File: config.mk
export PLATFORM = sky130hd
export DESIGN_NAME = universal_shift_register
export DESIGN_NICKNAME = d
export VERILOG_FILES = /design/src/rtl/universal_shift_register.sv
export SDC_FILE = /design/constraint.sdc
export NUM_CORES = 1
export LEC_CHECK = 0
export ABC_AREA = 1
export CAP_MARGIN = 40
export CELL_PAD_IN_SITES_DETAIL_PLACEMENT = 1
export CELL_PAD_IN_SITES_GLOBAL_PLACEMENT = 1
export CORE_MARGIN = 1
export CORE_UTILIZATION = 35
export DETAILED_ROUTE_END_ITERATION = 8
export GPL_TIMING_DRIVEN = 0
export PLACE_DENSITY_LB_ADDON = 0.1
export SYNTH_ARGS = -nofsm -noshare
export SYNTH_HDL_FRONTEND = slang
export SYNTH_SLANG_ARGS = --single-unit
File: constraint.sdc
create_clock -name clk -period 1.6 [get_ports clk]
set_input_delay 0.16 -clock clk [delete_from_list [all_inputs] [get_ports clk]]
set_output_delay 0.16 -clock clk [all_outputs]
set_load 0.03 [all_outputs]
File: src/rtl/universal_shift_register.sv
// Universal shift register with an autonomous N-shift burst engine (busy/done handshake).
// Optional registered parity output when USR_PARITY_EN is defined.
module universal_shift_register #(
  parameter int unsigned       WIDTH     = 32,
  parameter logic [WIDTH-1:0]  RESET_VAL = '0,
  localparam int unsigned      CNT_W     = $clog2(WIDTH) + 1
) (
  input  logic             clk,
  input  logic             reset,
  input  logic [2:0]       mode,
  input  logic             sin,
  input  logic [WIDTH-1:0] p_in,
  input  logic             start,
  input  logic [CNT_W-1:0] count,
  output logic             sout,
  output logic [WIDTH-1:0] status,
  output logic             busy,
  output logic             done
`ifdef USR_PARITY_EN
  ,
  output logic             parity
`endif
);

  typedef enum logic {IDLE, RUN} state_t;

  localparam logic [2:0] M_HOLD = 3'b000;
  localparam logic [2:0] M_SRL  = 3'b001;
  localparam logic [2:0] M_SLL  = 3'b010;
  localparam logic [2:0] M_LOAD = 3'b011;
  localparam logic [2:0] M_ROR  = 3'b100;
  localparam logic [2:0] M_ROL  = 3'b101;
  localparam logic [2:0] M_SRA  = 3'b110;
  localparam logic [2:0] M_CLR  = 3'b111;

  state_t           state_q, state_d;
  logic [WIDTH-1:0] q_q, q_d;
  logic [2:0]       mode_q, mode_d;
  logic [CNT_W-1:0] cnt_q, cnt_d;
  logic             busy_q, busy_d;
  logic             done_q, done_d;
  logic [2:0]       act_mode_c;
  logic [CNT_W-1:0] cnt_sat_c;
  logic             burst_ok_c;

  function automatic logic [WIDTH-1:0] apply_op(input logic [2:0] op,
                                                input logic [WIDTH-1:0] v,
                                                input logic s,
                                                input logic [WIDTH-1:0] ld);
    logic [WIDTH-1:0] r;
    r = v;
    case (op)
      M_HOLD: r = v;
      M_SRL:  r = {s, v[WIDTH-1:1]};
      M_SLL:  r = {v[WIDTH-2:0], s};
      M_LOAD: r = ld;
      M_ROR:  r = {v[0], v[WIDTH-1:1]};
      M_ROL:  r = {v[WIDTH-2:0], v[WIDTH-1]};
      M_SRA:  r = {v[WIDTH-1], v[WIDTH-1:1]};
      M_CLR:  r = '0;
      default: r = v;
    endcase
    return r;
  endfunction

  // Only genuine shift/rotate modes may run as a burst.
  assign burst_ok_c = start && (count != '0) &&
                      (mode inside {M_SRL, M_SLL, M_ROR, M_ROL, M_SRA});
  assign cnt_sat_c  = (count > CNT_W'(WIDTH)) ? CNT_W'(WIDTH) : count;

  always_comb begin
    state_d = state_q;
    q_d     = q_q;
    mode_d  = mode_q;
    cnt_d   = cnt_q;
    busy_d  = 1'b0;
    done_d  = 1'b0;
    case (state_q)
      IDLE: begin
        if (burst_ok_c) begin
          mode_d  = mode;
          cnt_d   = cnt_sat_c;
          state_d = RUN;
          busy_d  = 1'b1;
        end else begin
          q_d = apply_op(mode, q_q, sin, p_in);
        end
      end
      RUN: begin
        q_d   = apply_op(mode_q, q_q, sin, p_in);
        cnt_d = cnt_q - CNT_W'(1);
        if (cnt_q == CNT_W'(1)) begin
          state_d = IDLE;
          done_d  = 1'b1;
        end else begin
          busy_d = 1'b1;
        end
      end
      default: state_d = IDLE;
    endcase
  end

  always_ff @(posedge clk or negedge reset) begin
    if (!reset) begin
      state_q <= IDLE;
      q_q     <= RESET_VAL;
      mode_q  <= M_HOLD;
      cnt_q   <= '0;
      busy_q  <= 1'b0;
      done_q  <= 1'b0;
    end else begin
      state_q <= state_d;
      q_q     <= q_d;
      mode_q  <= mode_d;
      cnt_q   <= cnt_d;
      busy_q  <= busy_d;
      done_q  <= done_d;
    end
  end

  // Serial out is the bit that leaves on the next shift in the active direction.
  assign act_mode_c = (state_q == RUN) ? mode_q : mode;
  assign sout       = ((act_mode_c == M_SLL) || (act_mode_c == M_ROL)) ? q_q[WIDTH-1] : q_q[0];

  assign status = q_q;
  assign busy   = busy_q;
  assign done   = done_q;

`ifdef USR_PARITY_EN
  logic parity_q;

  always_ff @(posedge clk or negedge reset) begin
    if (!reset) parity_q <= ^RESET_VAL;
    else        parity_q <= ^q_d;
  end

  assign parity = parity_q;
`endif

endmodule

# Word-level counts from Yosys, hierarchy flattened
# Index checks and enable logic that the tools add are counted.
[classes]
n_addsub = 1
multipliers = 0
n_div = 0
eq_ne = 23
n_bitwise = 1
mux = 14
magnitude_cmp = 1
shift = 0
n_reduce_logical = 10
[ops]
columns = ["operator", "count"]
rows = [
  ["case mux 32 bit (7 select lines)", 2],
  ["case mux 32 bit (2 select lines)", 1],
  ["2-to-1 mux 32 bit", 1],
  ["equality test 3 bit (second input constant)", 9],
  ["equality test 3 x 2 -> 1 bit (second input constant)", 5],
  ["2-to-1 mux 6 bit", 2],
  ["inequality test 2 bit (second input constant)", 6],
  ["case mux 6 bit (2 select lines)", 1],
  ["equality test 3 x 1 -> 1 bit (second input constant)", 2],
  ["equality test 6 x 1 -> 1 bit (second input constant)", 1],
  ["> comparator 6 bit (second input constant)", 1],
  ["logical NOT 3 bit", 2],
  ["nonzero test 6 bit", 1],
  ["subtractor 6 x 1 -> 6 bit (second input constant)", 1],
  ["2-to-1 mux 1 bit", 5],
  ["AND reduction 5 bit", 1],
  ["nonzero test 5 bit", 1],
  ["2-to-1 mux 3 bit", 1],
  ["AND reduction 3 bit", 1],
  ["logical AND 1 bit", 2],
  ["case mux 1 bit (2 select lines)", 1],
  ["AND reduction 2 bit", 1],
  ["logical OR 1 bit", 1],
  ["inverter 1 bit", 1],
]
[word_totals]
register_bits = 43
ram_bits = 0
latchBits = 0
n_memories = 0
in_bits = 45
romBits = 0

# Logic depth before layout (Yosys ltp)
# Gate-level depths: netlist (run 1).
[logic_depth]
ltp_word = 5
mapped_depth = 10

# Least setup slack after synthesis (run 1)
# No wires, ideal clock.
[synth_timing]
path_type = "reg-to-output"
start = "register busy (netlist name)"
end = "output sout"
path_stages_with_launch = 7
t_required_ns = 1.440
t_arrival_ns = 1.831
n_path_buf = 1
path_slack_ns = -0.391
cell_sequence = "dfrtp_1 -> buf_2 -> o21ai_0 -> nand2_1 -> nand2_1 -> o21ai_0 -> o21ai_0"
[synth_rtl]
columns = ["item", "line_no", "rtl"]
rows = [
  ["to (decl)", "15", "output logic sout,"],
]

==> results.json, run 1 <==
{
  "status": "finished with violations",
  "failed_checks": "negative setup slack",
  "fmax_mhz": 555,
  "power_density_nw_per_um2": 2170,
  "layout_commonest_cell": "nand2_1",
  "ys_warn_count": 0,
  "clock_power_share_pct": 7.0,
  "layout_setup_ws_ns": -0.201,
  "finalHoldViolations": 0,
  "netlist_area_um2": 3900,
  "grt_pass1_vias": 5241,
  "fin_crit_ns": 1.80,
  "multi_input_area_um2": 2500,
  "swShare_pct": 57.8,
  "drive_above_1_share_pct": 10.9,
  "dr.pass1.iters": 5,
  "synth.distinct_cells": 26,
  "areaGrowthSynthToFinish_pct": 32.5,
  "antenna_found_initial": 0,
  "routed_wl_um": 17100,
  "place_hpwl_um": 12100,
  "timing.final.crit_share_pct": 113,
  "cts_buffers": 5,
  "viasPerCell": 5.55,
  "floorplan.die_area_um2": 11600,
  "grt_pass1_wl_um": 27400,
  "crit_fanout": 6,
  "p_int_mw": 4.72,
  "vias": 5108,
  "slew_violations": 0,
  "worstSkewPairLatency_ns": 0.32,
  "seqPwrFrac_pct": 21.2,
  "p_leak_nw": 2.57,
  "endpoint_kind": "output port",
  "rsz0062_at_grt": "yes",
  "h-tree-depth": 2,
  "maxCapViolCount": 0,
  "cts_buffer_depth": 2,
  "final-seq-area_um2": 1080,
  "syn_avg_cell_area_um2": 5.68,
  "layout_common_cells": "237 x nand2_1, 98 x nand3_1, 83 x nor2_1",
  "arrival_ns": 1.64,
  "startpoint": "busy",
  "syn_inst": 687,
  "finalNetCount": 826,
  "num_antenna_cells": 0,
  "rr_startpoint": "mode_q[0]",
  "crit_type": "flop to output port",
  "yosysSeqAreaShare_pct": 27.6,
  "die_w_um": 108,
  "finalWeightedCongestion": 0.904,
  "avgRoutedWirePerCell_um": 18.6,
  "cts_tree": "built",
  "track_usage_pct": 30.9,
  "drcViolationCount": 0,
  "port_buffers": 79,
  "fill_cells": 1530,
  "p_switching_mw": 6.48,
  "worst_pin_slew_ns": 0.607,
  "cp.required_ns": 1.44,
  "rows": 38,
  "clock-sinks": 43,
  "grt.overflow.total": 0,
  "fin_util_pct": 47.7,
  "ys_ff_latch": 43,
  "dp_slack_ns": -0.895,
  "clockRootBuffer": "clkbuf_8",
  "drt_iter0_drc": 257,
  "pwr-share-comb_pct": 71.8,
  "ir_drop_v": 0.000800,
  "min_path_type": "input port to asynchronous set/reset pin",
  "ant_nets": 0,
  "ios": 80,
  "critPathLaunchType": "flop",
  "finClkSkew_ns": 0.00580,
  "synth.net_count": 734,
  "core_area_um2": 10800,
  "setup_violations": 22,
  "initial_utilization_pct": 36.0,
  "clk_pin_slew_ns": 0.10,
  "dieHeight_um": 108,
  "relSlewSlack_pct": 59.6,
  "grt_start_max_net_pins": 27
}
==> power by group through the flow <==
stage,Sequential [mW],Combinational [mW],Clock (mW)
after floorplan,2.83,4.51,0
after global placement,2.36,7.47,0
after detailed placement,2.39,7.69,0
after CTS,2.36,7.84,0.790
after global routing,2.46,8.89,0.834
final,2.38,8.04,0.784
==> path summary, 6_finish.rpt <==
check	to	slack, ns	depth (start not counted)
max	sout	-0.20	7
min	status[27]	0.33	2
max reg2reg	status[0]	-0.14	8
min reg2reg	done	0.49	1
max in group asynchronous	busy	0.73	3
min in group clk	mode_q[0]	0.36	3
==> logic make-up (layout without fill, tap and decap cells) <==
| group | Yosys count | count (layout) | share of synthesized area [%] |
|---|---|---|---|
| simple gates | 466 | 467 | 50.5 |
| compound gates | 74 | 74 | 9.85 |
| buf+inv | 101 | 193 | 11.2 |
| xor+xnor | 1 | 1 | 0.225 |
| flops | 43 | 43 | 27.6 |
| fa+ha+maj | 2 | 2 | 0.641 |
==> registers in the layout, indices dropped and copies added (netlist names) <==
name,count
busy,1
cnt_q,6
done,1
mode_q,3
status,32
==> cells in the mapped netlist <==
master      n  area, um^2
ha_1        2        25.0
or2_2       1        6.26
dfrtp_1    43        1080
o21a_1      1        7.51
o211ai_1    2        15.0
inv_2       4        15.0
buf_1       4        15.0
nand3_1   101         505
a31oi_1     2        12.5
a21oi_1    44         220
nor3_1      2        10.0
inv_1      52         195
and2_1      1        6.26
o21ai_1     7        35.0
a21oi_2     1        8.76
nand2_1   242         908
nand2_2     1        6.26
buf_2      22         110
nor2_1     84         315
nand4_1    33         206
o21ai_0    17        85.1
clkbuf_1   13        48.8
buf_6       2        22.5
nor2_2      1        6.26
xnor2_1     1        8.76
buf_4       4        30.0
==> per-layer routing <==
layer  vias to the layer above  GRT usage (%)  wire, um
met2                       183           52.1      7990
met4                         0           13.7       560
met1                      2473           39.0      7640
li1                       2412              -         -
met5                         -              0         0
met3                        40           4.24       922
==> worst max-delay path, cell delays in order, from the launching register on <==
cell and delay [ns]:
dfrtp_2 0.48, buf_8 0.16, nand2_1 0.11, o21ai_2 0.10
o21ai_2 0.18, nand2_1 0.09, o21ai_2 0.07, buf_6 0.14
==> what timing repair did <==
item,in CTS,in global routing
endpoints found under the setup margin,69,38
hold buffers,1,0
hold endpoints to repair,17,0
cloned,0,1
setup buffers,3,0
gates resized for setup,90,25
pin swaps,1,1
==> metrics by stage <==
stage | hold WS, ns | std cells | setup TNS [ns] | power [mW] | cell area, um^2
finish | 0.329 | 920 | -0.991 | 11.2 | 5170
global route | 0.369 | 920 | -3.78 | 12.2 | 5170
CTS | 0.353 | 919 | -0.514 | 11.0 | 5090
detailed placement | 0.161 | 907 | -16.86 | 10.1 | 4890
global placement | 0.472 | 906 | -61.15 | 9.83 | 4870
floorplan | -0.136 | 687 | 0 | 7.33 | 3910
==> area by class of cell <==
| cell class | count | area share [%] |
|---|---|---|
| Clock buffer | 5 | 1.33 |
| Multi-Input combinational cell | 544 | 48.3 |
| Clock inverter | 3 | 0.387 |
| Inverter | 56 | 4.12 |
| Tap cell | 140 | 3.39 |
| Buffer | 45 | 6.00 |
| Timing Repair Buffer | 84 | 15.6 |
| Sequential cell | 43 | 20.8 |
(Power assumes the default switching activity.)
==> run 2: changes to the inputs <==
--- a/config.mk
+++ b/config.mk
@@ -13,6 +13,7 @@
 export CORE_UTILIZATION = 35
 export DETAILED_ROUTE_END_ITERATION = 8
 export GPL_TIMING_DRIVEN = 0
+export MAX_ROUTING_LAYER = met4
 export PLACE_DENSITY_LB_ADDON = 0.1
 export SYNTH_ARGS = -nofsm -noshare
 export SYNTH_HDL_FRONTEND = slang
==> run 2 against run 1 <==
Net effect: clock skew up 0.00094 ns; flip-flop and latch count is the same; sequential power hardly changed; global-route usage up 0.65 points; wire length is 2.7% higher; die area is the same; critical endpoint unchanged; largest power group unchanged; the run still ends with negative setup slack left; count of clock-buffer cells in the layout unchanged; critical path depth up 2; critical path type unchanged; combinational power grew 6.7%; register-to-register slack lost 0.04 ns; fmax is 0.84% higher.
==> results.json, run 2 (synthesis results as in run 1) <==
{
  "ios": 80,
  "dp_slack_ns": -0.906,
  "crit_fanout": 6,
  "viasPerCell": 5.70,
  "dr.pass1.iters": 5,
  "power_density_nw_per_um2": 2210,
  "pwr-share-comb_pct": 73.2,
  "rr_startpoint": "busy",
  "areaGrowthSynthToFinish_pct": 36.0,
  "slew_violations": 0,
  "power_mw": 11.7,
  "layout_setup_ws_ns": -0.186,
  "rsz0062_at_grt": "yes",
  "worst_pin_slew_ns": 0.573,
  "rows": 38,
  "drive_above_1_share_pct": 12.3,
  "track_usage_pct": 31.5,
  "arrival_ns": 1.63,
  "p_leak_nw": 2.65,
  "place_hpwl_um": 12300,
  "slowest_delay_ns": 0.48,
  "finalNetCount": 836,
  "vias": 5305,
  "clockRootBuffer": "clkbuf_8",
  "cts_buffers": 5,
  "timing.setup.tns_ns": -3.55,
  "clock-sinks": 43,
  "die_w_um": 108,
  "crit_path_top_delay_cell": "dfrtp_2",
  "finalWeightedCongestion": 0.914,
  "largest_reg_flops": 32,
  "grt_pass1_vias": 5350,
  "path_delay_family": "flip-flops",
  "dieHeight_um": 108,
  "fmax_mhz": 560,
  "grt_start_max_net_pins": 27,
  "critical_path_buf_inv_count": 2,
  "timing.critical_path.mode_cell": "nand2_1",
  "clock_power_share_pct": 6.5,
  "initial_utilization_pct": 36.0,
  "stdcell_area_um2": 5300,
  "port_buffers": 79,
  "swShare_pct": 56.7,
  "layout_commonest_cell": "nand2_1",
  "failed_checks": "negative setup slack",
  "core_area_um2": 10800,
  "timing.final.crit_share_pct": 112,
  "grt_pass1_wl_um": 27400,
  "avgRoutedWirePerCell_um": 18.9,
  "p_switching_mw": 6.65,
  "cts_tree": "built",
  "worstSkewPairLatency_ns": 0.31,
  "min_path_type": "input port to asynchronous set/reset pin",
  "routed_wl_um": 17600,
  "worstPathCellList": "buf_6 > nand2_4 > o21ai_4 > nand2_1 > nand2_1 > o21ai_2 > nand2_1 > o21ai_2 > buf_6",
  "floorplan.die_area_um2": 11600,
  "clk_pin_slew_ns": 0.09,
  "drcViolationCount": 0,
  "cp.required_ns": 1.44,
  "layout_common_cells": "236 x nand2_1, 98 x nand3_1, 83 x nor2_1",
  "finClkSkew_ns": 0.00675,
  "status": "finished with violations",
  "critPathLaunchType": "flop",
  "antenna_found_initial": 0,
  "setup_violations": 33,
  "cts_buffer_depth": 2,
  "drt_iter0_drc": 443,
  "seqPwrFrac_pct": 20.3,
  "endpoint_kind": "output port",
  "p_int_mw": 5.07,
  "placement.cell_area_um2": 4890,
  "finalHoldViolations": 0,
  "crit_type": "flop to output port",
  "ant_nets": 0,
  "whs_ns": 0.335,
  "startpoint": "busy",
  "fin_crit_ns": 1.79,
  "ir_drop_v": 0.000816,
  "relSlewSlack_pct": 61.8,
  "h-tree-depth": 2,
  "grt.overflow.total": 0,
  "maxCapViolCount": 0,
  "num_antenna_cells": 0
}
run 2: cell types whose count changed in the layout (fill, tap and decap cells not counted), moves of 4 or more:
cell	delta
buf_2	+4
clkbuf_4	-4
buf_8	+4
buf_4	+6
run 2: cell type report:
class                           instances  area [um^2]
Buffer                                 45          333
Clock buffer                            5         68.8
Clock inverter                          3         20.0
Fill cell                            1527         5540
Inverter                               56          230
Multi-Input combinational cell        543         2490
Sequential cell                        43         1080
Tap cell                              140          175
Timing Repair Buffer                   95          907
run 2: final timing paths:
| path | to | slack [ns] | cells after the start |
|---|---|---|---|
| setup / recovery | sout | -0.19 | 9 |
| hold / removal | status[1] | 0.33 | 2 |
| setup reg to reg | status[22] | -0.18 | 11 |
| hold reg to reg | done | 0.49 | 1 |
| max in group asynchronous | mode_q[2] | 0.73 | 3 |
| min in group clk | mode_q[1] | 0.47 | 3 |
run 2: stage by stage:
step	std cells	util, %
3_3_place_gp	906	44.9
3_5_place_dp	907	45.1
6_report	930	48.9
5_1_grt	930	48.9
4_1_cts	922	47.0
2_1_floorplan	687	-
run 2: metal layers:
layer / GRT usage, % / vias to the layer above / routed length, um
met5: - / - / 0
met4: 12.9 / 0 / 632
met3: 2.91 / 59 / 1020
met2: 52.7 / 231 / 8570
met1: 39.1 / 2590 / 7340
li1: - / 2425 / -
run 2: power by group through the flow:
stage	Sequential [mW]	Combinational, mW	Clock (mW)
2_1_floorplan	2.83	4.51	0
3_3_place_gp	2.35	7.47	0
3_5_place_dp	2.37	7.70	0
4_1_cts	2.35	7.82	0.767
5_1_grt	2.44	9.39	0.804
6_report	2.38	8.58	0.757
run 2: what timing repair did:
| item | 4_1_cts | 5_1_grt |
|---|---|---|
| resized for setup | 82 | 51 |
| pin swaps | 3 | 3 |
| setup buffers | 6 | 8 |
| setup endpoints to repair | 65 | 43 |
| hold endpoints to repair | 17 | 0 |
| hold buffers | 1 | 0 |
